## config.mk

```make
export PLATFORM = sky130hd
export DESIGN_NAME = hazard_ctrl_unit
export DESIGN_NICKNAME = d
export VERILOG_FILES = /design/src/rtl/hazard_pkg.sv /design/src/rtl/hazard_perf_counters.sv /design/src/rtl/hazard_ctrl_unit.sv
export SDC_FILE = /design/constraint.sdc
export NUM_CORES = 1
export LEC_CHECK = 0
export CAP_MARGIN = 20
export CORE_UTILIZATION = 43
export CTS_BUF_LIST = sky130_fd_sc_hd__clkbuf_2 sky130_fd_sc_hd__clkbuf_4 sky130_fd_sc_hd__clkbuf_8
export CTS_CLUSTER_SIZE = 24
export DETAILED_ROUTE_END_ITERATION = 7
export PLACE_DENSITY = 0.8
export SLEW_MARGIN = 20
export SYNTH_ARGS = -nofsm -noshare
export SYNTH_HDL_FRONTEND = slang
export SYNTH_SLANG_ARGS = --single-unit
export TNS_END_PERCENT = 1
```

## constraint.sdc

```tcl
create_clock -name clk -period 1.62 [get_ports clk]
set_input_delay 0.162 -clock clk [delete_from_list [all_inputs] [get_ports clk]]
set_output_delay 0.162 -clock clk [all_outputs]
set_load 0.01 [all_outputs]
```

## src/rtl/hazard_pkg.sv

```systemverilog
// Shared types and constants for the hazard control unit: FSM states and the
// canned control-output patterns driven onto the pipeline enables.
package hazard_pkg;

  typedef enum logic {RUN = 1'b0, MEM_WAIT = 1'b1} state_t;

  localparam logic [4:0] REG_X0     = 5'd0;
  localparam int         WAIT_CNT_W = 8;

  typedef struct packed {
    logic pc_write;
    logic if_id_write;
    logic id_ex_bubble;
    logic if_id_flush;
    logic ex_mem_hold;
  } ctrl_t;

  // Field order: pc_write, if_id_write, id_ex_bubble, if_id_flush, ex_mem_hold
  localparam ctrl_t CTRL_RUN      = ctrl_t'(5'b11000);
  localparam ctrl_t CTRL_MEM_HOLD = ctrl_t'(5'b00001);
  localparam ctrl_t CTRL_FLUSH    = ctrl_t'(5'b11110);
  localparam ctrl_t CTRL_LOAD_USE = ctrl_t'(5'b00100);
  localparam ctrl_t CTRL_RESET    = ctrl_t'(5'b00110);

endpackage

```

## src/rtl/hazard_perf_counters.sv

```systemverilog
// Free-running wrap-around event counters for load-use stalls, branch flushes
// and memory-wait stall cycles.
module hazard_perf_counters #(
  parameter int CNT_W = 32
) (
  input  logic             clk,
  input  logic             rst_n,
  input  logic             loaduse_evt,
  input  logic             flush_evt,
  input  logic             memwait_evt,
  output logic [CNT_W-1:0] loaduse_cnt,
  output logic [CNT_W-1:0] flush_cnt,
  output logic [CNT_W-1:0] memwait_cnt
);

  always_ff @(posedge clk) begin
    if (!rst_n) begin
      loaduse_cnt <= '0;
      flush_cnt   <= '0;
      memwait_cnt <= '0;
    end else begin
      if (loaduse_evt) loaduse_cnt <= loaduse_cnt + CNT_W'(1);
      if (flush_evt)   flush_cnt   <= flush_cnt + CNT_W'(1);
      if (memwait_evt) memwait_cnt <= memwait_cnt + CNT_W'(1);
    end
  end

endmodule

```

## src/rtl/hazard_ctrl_unit.sv

```systemverilog
// Pipeline sequencing controller: load-use bubbles, branch flushes and data-memory
// wait freezing with a timeout watchdog. Performance counters under HAZARD_PERF_CNT_EN.
module hazard_ctrl_unit
  import hazard_pkg::*;
#(
  parameter int MEM_WAIT_MAX = 15,
  parameter int CNT_W        = 32
) (
  input  logic             clk,
  input  logic             rst_n,
  input  logic [4:0]       IF_ID_rs1,
  input  logic [4:0]       IF_ID_rs2,
  input  logic             ID_uses_rs1,
  input  logic             ID_uses_rs2,
  input  logic             ID_EX_MemRead,
  input  logic [4:0]       ID_EX_rd,
  input  logic             EX_branch_taken,
  input  logic             EX_MEM_MemAcc,
  input  logic             dmem_ready,
  output logic             PCWrite,
  output logic             IF_ID_Write,
  output logic             ID_EX_Bubble,
  output logic             IF_ID_Flush,
  output logic             EX_MEM_Hold,
  output logic             mem_timeout
`ifdef HAZARD_PERF_CNT_EN
  ,
  output logic [CNT_W-1:0] perf_loaduse_cnt,
  output logic [CNT_W-1:0] perf_flush_cnt,
  output logic [CNT_W-1:0] perf_memwait_cnt
`endif
);

  localparam logic [WAIT_CNT_W-1:0] WAIT_MAX = WAIT_CNT_W'(MEM_WAIT_MAX);
  localparam logic [WAIT_CNT_W-1:0] WAIT_SAT = '1;

  state_t                state;
  logic [WAIT_CNT_W-1:0] wait_cnt;
  logic                  load_use;
  logic                  mem_stall;
  logic                  stall;
  logic                  rule_flush;
  logic                  rule_lu;
  ctrl_t                 ctrl;

  always_comb begin
    load_use   = ID_EX_MemRead && (ID_EX_rd != REG_X0) &&
                 ((ID_uses_rs1 && (ID_EX_rd == IF_ID_rs1)) ||
                  (ID_uses_rs2 && (ID_EX_rd == IF_ID_rs2)));
    mem_stall  = EX_MEM_MemAcc && !dmem_ready;
    // Once waiting, only dmem_ready releases the freeze; the MEM inputs are held anyway.
    stall      = (state == MEM_WAIT) ? !dmem_ready : mem_stall;
    rule_flush = !stall && EX_branch_taken;
    rule_lu    = !stall && !EX_branch_taken && load_use;

    ctrl = CTRL_RUN;
    if (!rst_n)          ctrl = CTRL_RESET;
    else if (stall)      ctrl = CTRL_MEM_HOLD;
    else if (rule_flush) ctrl = CTRL_FLUSH;
    else if (rule_lu)    ctrl = CTRL_LOAD_USE;
  end

  assign PCWrite      = ctrl.pc_write;
  assign IF_ID_Write  = ctrl.if_id_write;
  assign ID_EX_Bubble = ctrl.id_ex_bubble;
  assign IF_ID_Flush  = ctrl.if_id_flush;
  assign EX_MEM_Hold  = ctrl.ex_mem_hold;

  always_ff @(posedge clk) begin
    if (!rst_n) begin
      state       <= RUN;
      wait_cnt    <= '0;
      mem_timeout <= 1'b0;
    end else begin
      case (state)
        RUN: begin
          if (mem_stall) state <= MEM_WAIT;
        end
        MEM_WAIT: begin
          if (dmem_ready) begin
            state    <= RUN;
            wait_cnt <= '0;
          end else begin
            if (wait_cnt != WAIT_SAT) wait_cnt <= wait_cnt + 1'b1;
            if (wait_cnt == WAIT_MAX) mem_timeout <= 1'b1;
          end
        end
        default: state <= RUN;
      endcase
    end
  end

`ifdef HAZARD_PERF_CNT_EN
  hazard_perf_counters #(.CNT_W(CNT_W)) u_perf (
    .clk         (clk),
    .rst_n       (rst_n),
    .loaduse_evt (rule_lu),
    .flush_evt   (rule_flush),
    .memwait_evt (stall),
    .loaduse_cnt (perf_loaduse_cnt),
    .flush_cnt   (perf_flush_cnt),
    .memwait_cnt (perf_memwait_cnt)
  );
`endif

endmodule

```

; ---- Word-level counts from Yosys, hierarchy flattened
; Index checks and enable logic that the tools add are counted.
[totals]
output_inout_bits = 6
input_bits = 23
ff_bits = 10
[op_classes]
n_reduce_logical = 16
addsub = 1
n_eq_ne = 4
n_mux = 10
bitwise_logic = 2
[op_table]
columns = cell, n
row1 = 5-bit two-way mux, 4
row2 = 8-bit two-way mux, 2
row3 = 5-bit == test, 2
row4 = 8-bit by 1-bit adder with 8-bit output (second input constant), 1
row5 = 8-bit by 4-bit == test with 1-bit output (second input constant), 1
row6 = 1-bit logical AND, 8
row7 = 8-bit != test (second input constant), 1
row8 = 5-bit nonzero test, 1
row9 = 1-bit logical NOT, 3
row10 = 1-bit two-way mux, 3
row11 = 3-bit AND reduction, 1
row12 = 1-bit NOT, 2
row13 = 1-bit case mux with 2 select lines, 1
row14 = 2-bit AND reduction, 1
row15 = 2-bit nonzero test, 1
row16 = 1-bit logical OR, 1

; ---- Depth between registers and ports, before layout
; Gate-level depths: netlist of run 1.
[depth]
word_depth = 10
mapped_depth = 6
depth_no_buf = 5

; ---- Least setup slack after synthesis of run 1
; No wires, ideal clock.
[synth_timing]
path_type = input port to output port
from = in ID_EX_rd[3]
to = out PCWrite
arrival_ps = 1242
path_slack_ps = 216
stages = 5
path_cell_list = xor2_1 > nor4_1 > a32oi_1 > o311a_1 > buf_4
[synth_between]
elab_chain_cells = 9
word_cells_on_any_way = 13
classes_between = 2 x eq/ne / 4 x mux / 7 x reduce/logical
[synth_rtl]
columns = element, line
row1 = from (decl), hazard_ctrl_unit.sv:16  ; input logic [4:0] ID_EX_rd,
row2 = "5-bit == test, on equally long branches", "hazard_ctrl_unit.sv:48, hazard_ctrl_unit.sv:49"
row3 = "1-bit logical AND, on equally long branches", "hazard_ctrl_unit.sv:48, hazard_ctrl_unit.sv:49"
row4 = 1-bit logical OR, hazard_ctrl_unit.sv:48  ; ((ID_uses_rs1 && (ID_EX_rd == IF_ID_rs1)) ||
row5 = 1-bit logical AND *, hazard_ctrl_unit.sv:47  ; load_use = ID_EX_MemRead && (ID_EX_rd != REG_X0) &&
row6 = 1-bit logical AND *, hazard_ctrl_unit.sv:54  ; rule_lu = !stall && !EX_branch_taken && load_use;
row7 = 5-bit two-way mux *, hazard_ctrl_unit.sv:60  ; else if (rule_lu) ctrl = CTRL_LOAD_USE;
row8 = 5-bit two-way mux *, hazard_ctrl_unit.sv:59  ; else if (rule_flush) ctrl = CTRL_FLUSH;
row9 = 5-bit two-way mux *, hazard_ctrl_unit.sv:58  ; else if (stall) ctrl = CTRL_MEM_HOLD;
row10 = 5-bit two-way mux *, hazard_ctrl_unit.sv:57  ; if (!rst_n) ctrl = CTRL_RESET;
row11 = to (decl), hazard_ctrl_unit.sv:20  ; output logic PCWrite,
; Mark *: on every way between the ends. The rest lies on a longest branch, timed or not.

; ---- Worst setup path in the final report of run 1
[layout_timing]
from = in EX_MEM_MemAcc
to = out IF_ID_Flush
[layout_between]
elab_chain_cells = 7
[layout_rtl]
columns = element, line
row1 = from (decl), hazard_ctrl_unit.sv:18  ; input logic EX_MEM_MemAcc,
row2 = 1-bit logical AND *, hazard_ctrl_unit.sv:50  ; mem_stall = EX_MEM_MemAcc && !dmem_ready;
row3 = 1-bit two-way mux *, hazard_ctrl_unit.sv:52  ; stall = (state == MEM_WAIT) ? !dmem_ready : mem_stall;
row4 = 1-bit logical NOT, hazard_ctrl_unit.sv:53  ; rule_flush = !stall && EX_branch_taken;
row5 = 1-bit logical AND, hazard_ctrl_unit.sv:53
row6 = 5-bit two-way mux, hazard_ctrl_unit.sv:59
row7 = 5-bit two-way mux *, hazard_ctrl_unit.sv:58
row8 = 5-bit two-way mux *, hazard_ctrl_unit.sv:57
row9 = to (decl), hazard_ctrl_unit.sv:23  ; output logic IF_ID_Flush,
; Marks and branches as above.

==> results of run 1 <==
## final cells by class
class                           instances  area share [%]
Inverter                                1          0.3610
Tap cell                               15           1.805
Clock buffer                            3           2.166
Multi-Input combinational cell         64           47.53
Sequential cell                        10           19.25
Timing Repair Buffer                   37           28.88
## per-stage QoR
step / util [%] / power [uW]
5_1_grt: 76.10 / 596.5
3_5_place_dp: 73.90 / 402.1
4_1_cts: 75.46 / 560.9
2_1_floorplan: - / 307.6
3_3_place_gp: 73.90 / 400.4
6_report: 76.10 / 568.1
## kinds of logic (layout without fill, tap and decap cells)
logic type / after synthesis / in the layout / synth area share, %
AND/OR/NAND/NOR: 33 / 33 / 30.84
AO/OA/AOI/OAI: 19 / 19 / 19.63
flip-flops: 10 / 10 / 29.91
adder cells (fa/ha/maj): 1 / 1 / 1.869
buffers and inverters: 3 / 41 / 3.364
XOR/XNOR: 11 / 11 / 14.39
## sequential cells by signal, summed over array words and instances (netlist names)
name / flops
mem_timeout: 1
wait_cnt: 8
state: 1
## cell usage in the layout (no fill, tap or decap), drive strengths merged, types with 2 or more instances in the layout
master,netlist,routed
or4,2,2
or3,5,5
xor2,9,9
clkdlybuf4s50,0,8
dfxtp,10,10
clkdlybuf4s15,0,2
buf,2,15
o21ai,6,6
dlygate4sd2,0,2
dlymetal6s2s,0,3
a21oi,5,5
nor2,3,3
clkbuf,0,10
xnor2,2,2
nand4,2,2
a21boi,2,2
nand2,8,8
and2,3,3
nor4,2,2
## layer usage
layer / vias to the layer above / part of all wire (%) / routed length [um]
li1: 364 / - / -
met1: 326 / 40 / 745
met2: 32 / 50 / 939
met3: 6 / 6.7 / 125
met4: 0 / 2.7 / 50
met5: - / 0 / 0
## final timing paths
kind | end | depth (start not counted)
min reg2reg | mem_timeout | 1
max | IF_ID_Flush | 6
min | mem_timeout | 1
max reg2reg | wait_cnt[6] | 4
## repair_timing
item	in CTS	in global routing
endpoints found under the setup margin	5	6
gates resized for setup	39	29
buffers inserted	1	1
endpoints found under the hold margin	0	0
pin swaps	5	11
hold buffers	0	0
## where the power goes
group	internal, uW	switching (uW)	total (uW)
Combinational	83.6	65.8	149
Clock	85.8	83.3	169
Sequential	248	1.64	250
==> impl_metrics.json, run 1 <==
{
  "cts-buffers-inserted": 3,
  "worstReg2RegStart": "wait_cnt[0]",
  "cts_tree": "yes",
  "place_ws_ns": -0.7408,
  "finalClockSkew_ns": 0.004033,
  "clock_sinks": 10,
  "yosysMostFrequentCell": "dfxtp_1",
  "setup_slack_ns": 0.04203,
  "final_antenna_net_count": 0,
  "cp.buffers_inverters": 2,
  "postSynthAreaPerCell_um2": 8.693,
  "cp-start-kind": "input pin",
  "r2r_slack_ns": 0.11,
  "postSynthCellCount": 77,
  "powerDensity_mw_per_mm2": 546.4,
  "worstPathArrival_ns": 1.42,
  "startpoint": "EX_MEM_MemAcc",
  "yosysWarnings": 0,
  "use_met1_pct": 23.14,
  "fin_hold_ws_ns": 0.4788,
  "synthToLayoutAreaGrowth_pct": 55.33,
  "synth_area_leaders": "dfxtp_1, xor2_1, nand2_1",
  "initial_core_util_pct": 48.99,
  "synth_area_leader_cell": "dfxtp_1",
  "min_period_ns": 1.578,
  "cp.required_ns": 1.46,
  "setup_tns_ns": 0,
  "yosys.cell_types.count": 35,
  "finalSetupViolations": 0,
  "drt-pass1-iter-count": 6,
  "worst_slew_pin_slew_ns": 0.3533,
  "regArea_um2": 200.2,
  "antenna_found_initial": 0,
  "clockBufferDepth": 2,
  "core_area_mm2": 0.001366,
  "seq_area_frac_synth_pct": 29.91,
  "finalHoldViolations": 0,
  "cp-end-kind": "primary output",
  "timing.fmax_mhz": 633.7,
  "dp_cells": 126,
  "run_status": "finished, final reports clean",
  "clockRootBuffer": "clkbuf_4",
  "synth-async-reset-ratio_pct": 0,
  "critPathTopFamily": "buffers and inverters",
  "yosysTopAreaCellShare_pct": 29.91,
  "finalMaxSlewViolations": 0,
  "gp_congestion": 0.7681,
  "antenna_cells": 0,
  "fillers": 109,
  "nets": 141,
  "row_count": 13,
  "cp_cell_sequence": "clkdlybuf4s50_1 -> nor2_1 -> or2_2 -> nand2_4 -> nand2_1 -> dlygate4sd2_1",
  "grt.overflow.total": 0,
  "synth_commonest_cells": "dfxtp_1, xor2_1, nand2_1",
  "maxCapViolCount": 0,
  "rsz0062_at_grt": "yes",
  "io_buffers": 28,
  "h-tree-depth": 1,
  "multi_input_area_um2": 494.2,
  "path_class": "in2out",
  "die_x_um": 41.46,
  "relSlewSlack_pct": 76.45,
  "synth.ff_latch_count": 10,
  "routedWlPerCell_um": 14.31,
  "clk_latency_ns": 0.26,
  "first_global_vias": 724,
  "dr.first_iter.drc_count": 13,
  "drive_gt1_share_pct": 32.17,
  "slowest_stage": "clkdlybuf4s50_1",
  "max-vdd-ir-drop_mv": 0.3148,
  "hold_path.class": "reg2reg",
  "fin_cells": 130,
  "drc": 0,
  "grt_most_used_layer": "met2",
  "fin_crit_sh_pct": 97.41,
  "netlist_area_um2": 669.4,
  "grt_use_met3_pct": 5.652,
  "stdcell_area_mm2": 0.001040,
  "grt_util_all_layers_pct": 23.04,
  "syn-num-nets": 101,
  "io_pins": 29,
  "synth_edf_count": 0,
  "vias": 728,
  "crit_fanout": 2,
  "min_from": "mem_timeout",
  "gr-usage-met2_pct": 41.25,
  "placed_area_mm2": 0.001010,
  "grt_pass1_wl_um": 2987,
  "wirelength_um": 1860,
  "dp_hpwl_um": 1318,
  "die_h_um": 41.46,
  "grt_max_degree": 13,
  "vias_per_cell": 5.600,
  "synth_flop_cell": "dfxtp_1",
  "clkSlewWorstSetupHoldPaths_ns": 0.06,
  "fp.dieArea_mm2": 0.001719,
  "slowest_delay_ns": 0.46,
  "p_leak_uw": 0.0004565
}
No activity file was read; power rests on OpenSTA's default activity.
==> run 2: changes to the inputs <==
- TNS_END_PERCENT: 1 -> unset
==> run 2 against run 1 <==
  * Clock skew barely moved
  * Fmax rose by 2.2%
  * Sequential share of layout area rose by 0.26 points
  * Clock power barely moved
  * Power fell by 0.11%
  * Highest routed layer unchanged
==> impl_metrics.json, run 2 (synthesized netlist as in run 1, its figures left out) <==
{
  "cts-buffers-inserted": 3,
  "drc": 0,
  "fp.dieArea_mm2": 0.001719,
  "fillers": 108,
  "finalClockSkew_ns": 0.004528,
  "gp_congestion": 0.7681,
  "grt_use_met3_pct": 5.652,
  "worst_slew_pin_slew_ns": 0.3545,
  "r2r_end": "wait_cnt[6]",
  "finalMaxSlewViolations": 0,
  "clockBufferDepth": 2,
  "dp_cells": 126,
  "final_common_cell": "dfxtp_1",
  "powerDensity_mw_per_mm2": 549.8,
  "grt_most_used_layer": "met2",
  "min_from": "mem_timeout",
  "fin_cells": 129,
  "worstReg2RegStart": "wait_cnt[1]",
  "row_count": 13,
  "cp_cell_sequence": "buf_2 -> or4_1 -> o21ai_2 -> buf_4 -> o311ai_4 -> buf_2",
  "place_ws_ns": -0.7408,
  "min_period_ns": 1.543,
  "hold_buffers": 0,
  "max-vdd-ir-drop_mv": 0.3119,
  "top_register": "wait_cnt",
  "cts_tree": "yes",
  "p_leak_uw": 0.0004405,
  "fin_crit_sh_pct": 95.27,
  "post-route-util_pct": 75.55,
  "final_cell_mix": "dfxtp_1, xor2_1, clkdlybuf4s50_1, buf_4",
  "min_to": "mem_timeout",
  "critPathTopFamily": "simple AND/OR/NAND/NOR gates",
  "vias": 740,
  "timing.fmax_mhz": 647.9,
  "finalHoldViolations": 0,
  "maxCapViolCount": 0,
  "run_status": "finished, final reports clean",
  "clockRootBuffer": "clkbuf_4",
  "use_met1_pct": 23.14,
  "vias_per_cell": 5.736,
  "gr-usage-met2_pct": 41.25,
  "core_area_mm2": 0.001366,
  "cp.buffers_inverters": 3,
  "setup_slack_ns": 0.07656,
  "largest_register_ff_count": 8,
  "h-tree-depth": 1,
  "antenna_found_initial": 0,
  "clk_latency_ns": 0.27,
  "relSlewSlack_pct": 76.36,
  "grt.overflow.total": 0,
  "clock_sinks": 10,
  "setup_tns_ns": 0,
  "io_pins": 29,
  "grt_util_all_layers_pct": 23.04,
  "final_antenna_net_count": 0,
  "fin_hold_ws_ns": 0.4802,
  "drive_gt1_share_pct": 32.46,
  "reg_top3": "wait_cnt (8), mem_timeout (1), state (1)",
  "crit_top_cell": "buf_2",
  "cp-end-kind": "primary output",
  "worstHoldPathCells": 1,
  "first_global_vias": 722,
  "cp-start-kind": "input pin",
  "die_h_um": 41.46,
  "r2r_slack_ns": 0.11,
  "reg2regPathDepth": 4,
  "synthToLayoutAreaGrowth_pct": 54.21,
  "path_class": "in2out",
  "slowest_delay_ns": 0.54,
  "slowest_stage": "or4_1",
  "worstPathArrival_ns": 1.38,
  "nets": 140,
  "rsz0062_at_grt": "no",
  "hold_path.class": "reg2reg",
  "initial_core_util_pct": 48.99,
  "wirelength_um": 1853,
  "cp.required_ns": 1.46,
  "dr.first_iter.drc_count": 22,
  "dp_hpwl_um": 1318,
  "drt-pass1-iter-count": 5,
  "grt_pass1_wl_um": 2987,
  "io_buffers": 28,
  "die_x_um": 41.46,
  "clkSlewWorstSetupHoldPaths_ns": 0.06,
  "routedWlPerCell_um": 14.36,
  "finalSetupViolations": 0,
  "crit_fanout": 3,
  "grt_max_degree": 13,
  "antenna_cells": 0
}
run 2: changes by cell type in the layout (fill, tap and decap cells not counted):
| cell | change |
|---|---|
| buf_4 | -1 |
| dfxtp_1 | -1 |
| dfxtp_2 | +1 |
| dlygate4sd2_1 | +1 |
| dlymetal6s2s_1 | -1 |
| or2_2 | -1 |
| or2_4 | +1 |
run 2: report_power, final:
part           internal [uW]  switching, uW
Combinational           82.1           65.8
Sequential               248           1.62
Clock                   85.8           84.0
Total                    416            151
run 2: repair_timing:
action | in CTS | in global routing
buffers inserted | 1 | 0
pin swaps | 5 | 10
gates resized for setup | 40 | 30
endpoints found under the setup margin | 5 | 5
cloned | 0 | 0
run 2: worst max-delay path by stage:
stage,startpoint,end,depth (start not counted)
2_1_floorplan,ID_EX_rd[3],PCWrite,5
3_3_place_gp,ID_EX_rd[3],ID_EX_Bubble,6
3_5_place_dp,ID_EX_rd[3],ID_EX_Bubble,6
4_1_cts,IF_ID_rs1[2],ID_EX_Bubble,7
5_1_grt,wait_cnt[1],wait_cnt[6],4
6_report,ID_EX_rd[2],ID_EX_Bubble,6
run 2: per-stage QoR:
step / area [um2] / power [uW]
CTS: 1030 / 560.0
global placement: 1010 / 400.4
finish: 1032 / 567.5
detailed placement: 1010 / 402.1
global route: 1032 / 594.5
floorplan: 669.4 / 307.6
run 2: layout make-up:
type,count,area [um2],share of cell area (%)
multi-input cells,64,496.7,48.12
repair buffers,36,289.0,28.00
inverters,1,3.754,0.3636
clock buffers,3,22.52,2.182
flip-flops and latches,10,201.4,19.52
well taps,15,18.77,1.818
run 2: worst reg2reg max path, delay by kind of cell (launching register included):
kind | cells | cell delay [ns]
AO/OA/AOI/OAI | 1 | 0.14
flip-flops | 1 | 0.38
adder cells (fa/ha/maj) | 1 | 0.24
AND/OR/NAND/NOR | 2 | 0.68
run 2: per-layer routing:
layer | vias up | wire length, um
met4 | 0 | 53
met3 | 7 | 129
met5 | - | 0
li1 | 362 | -
met2 | 35 | 934
met1 | 336 | 735
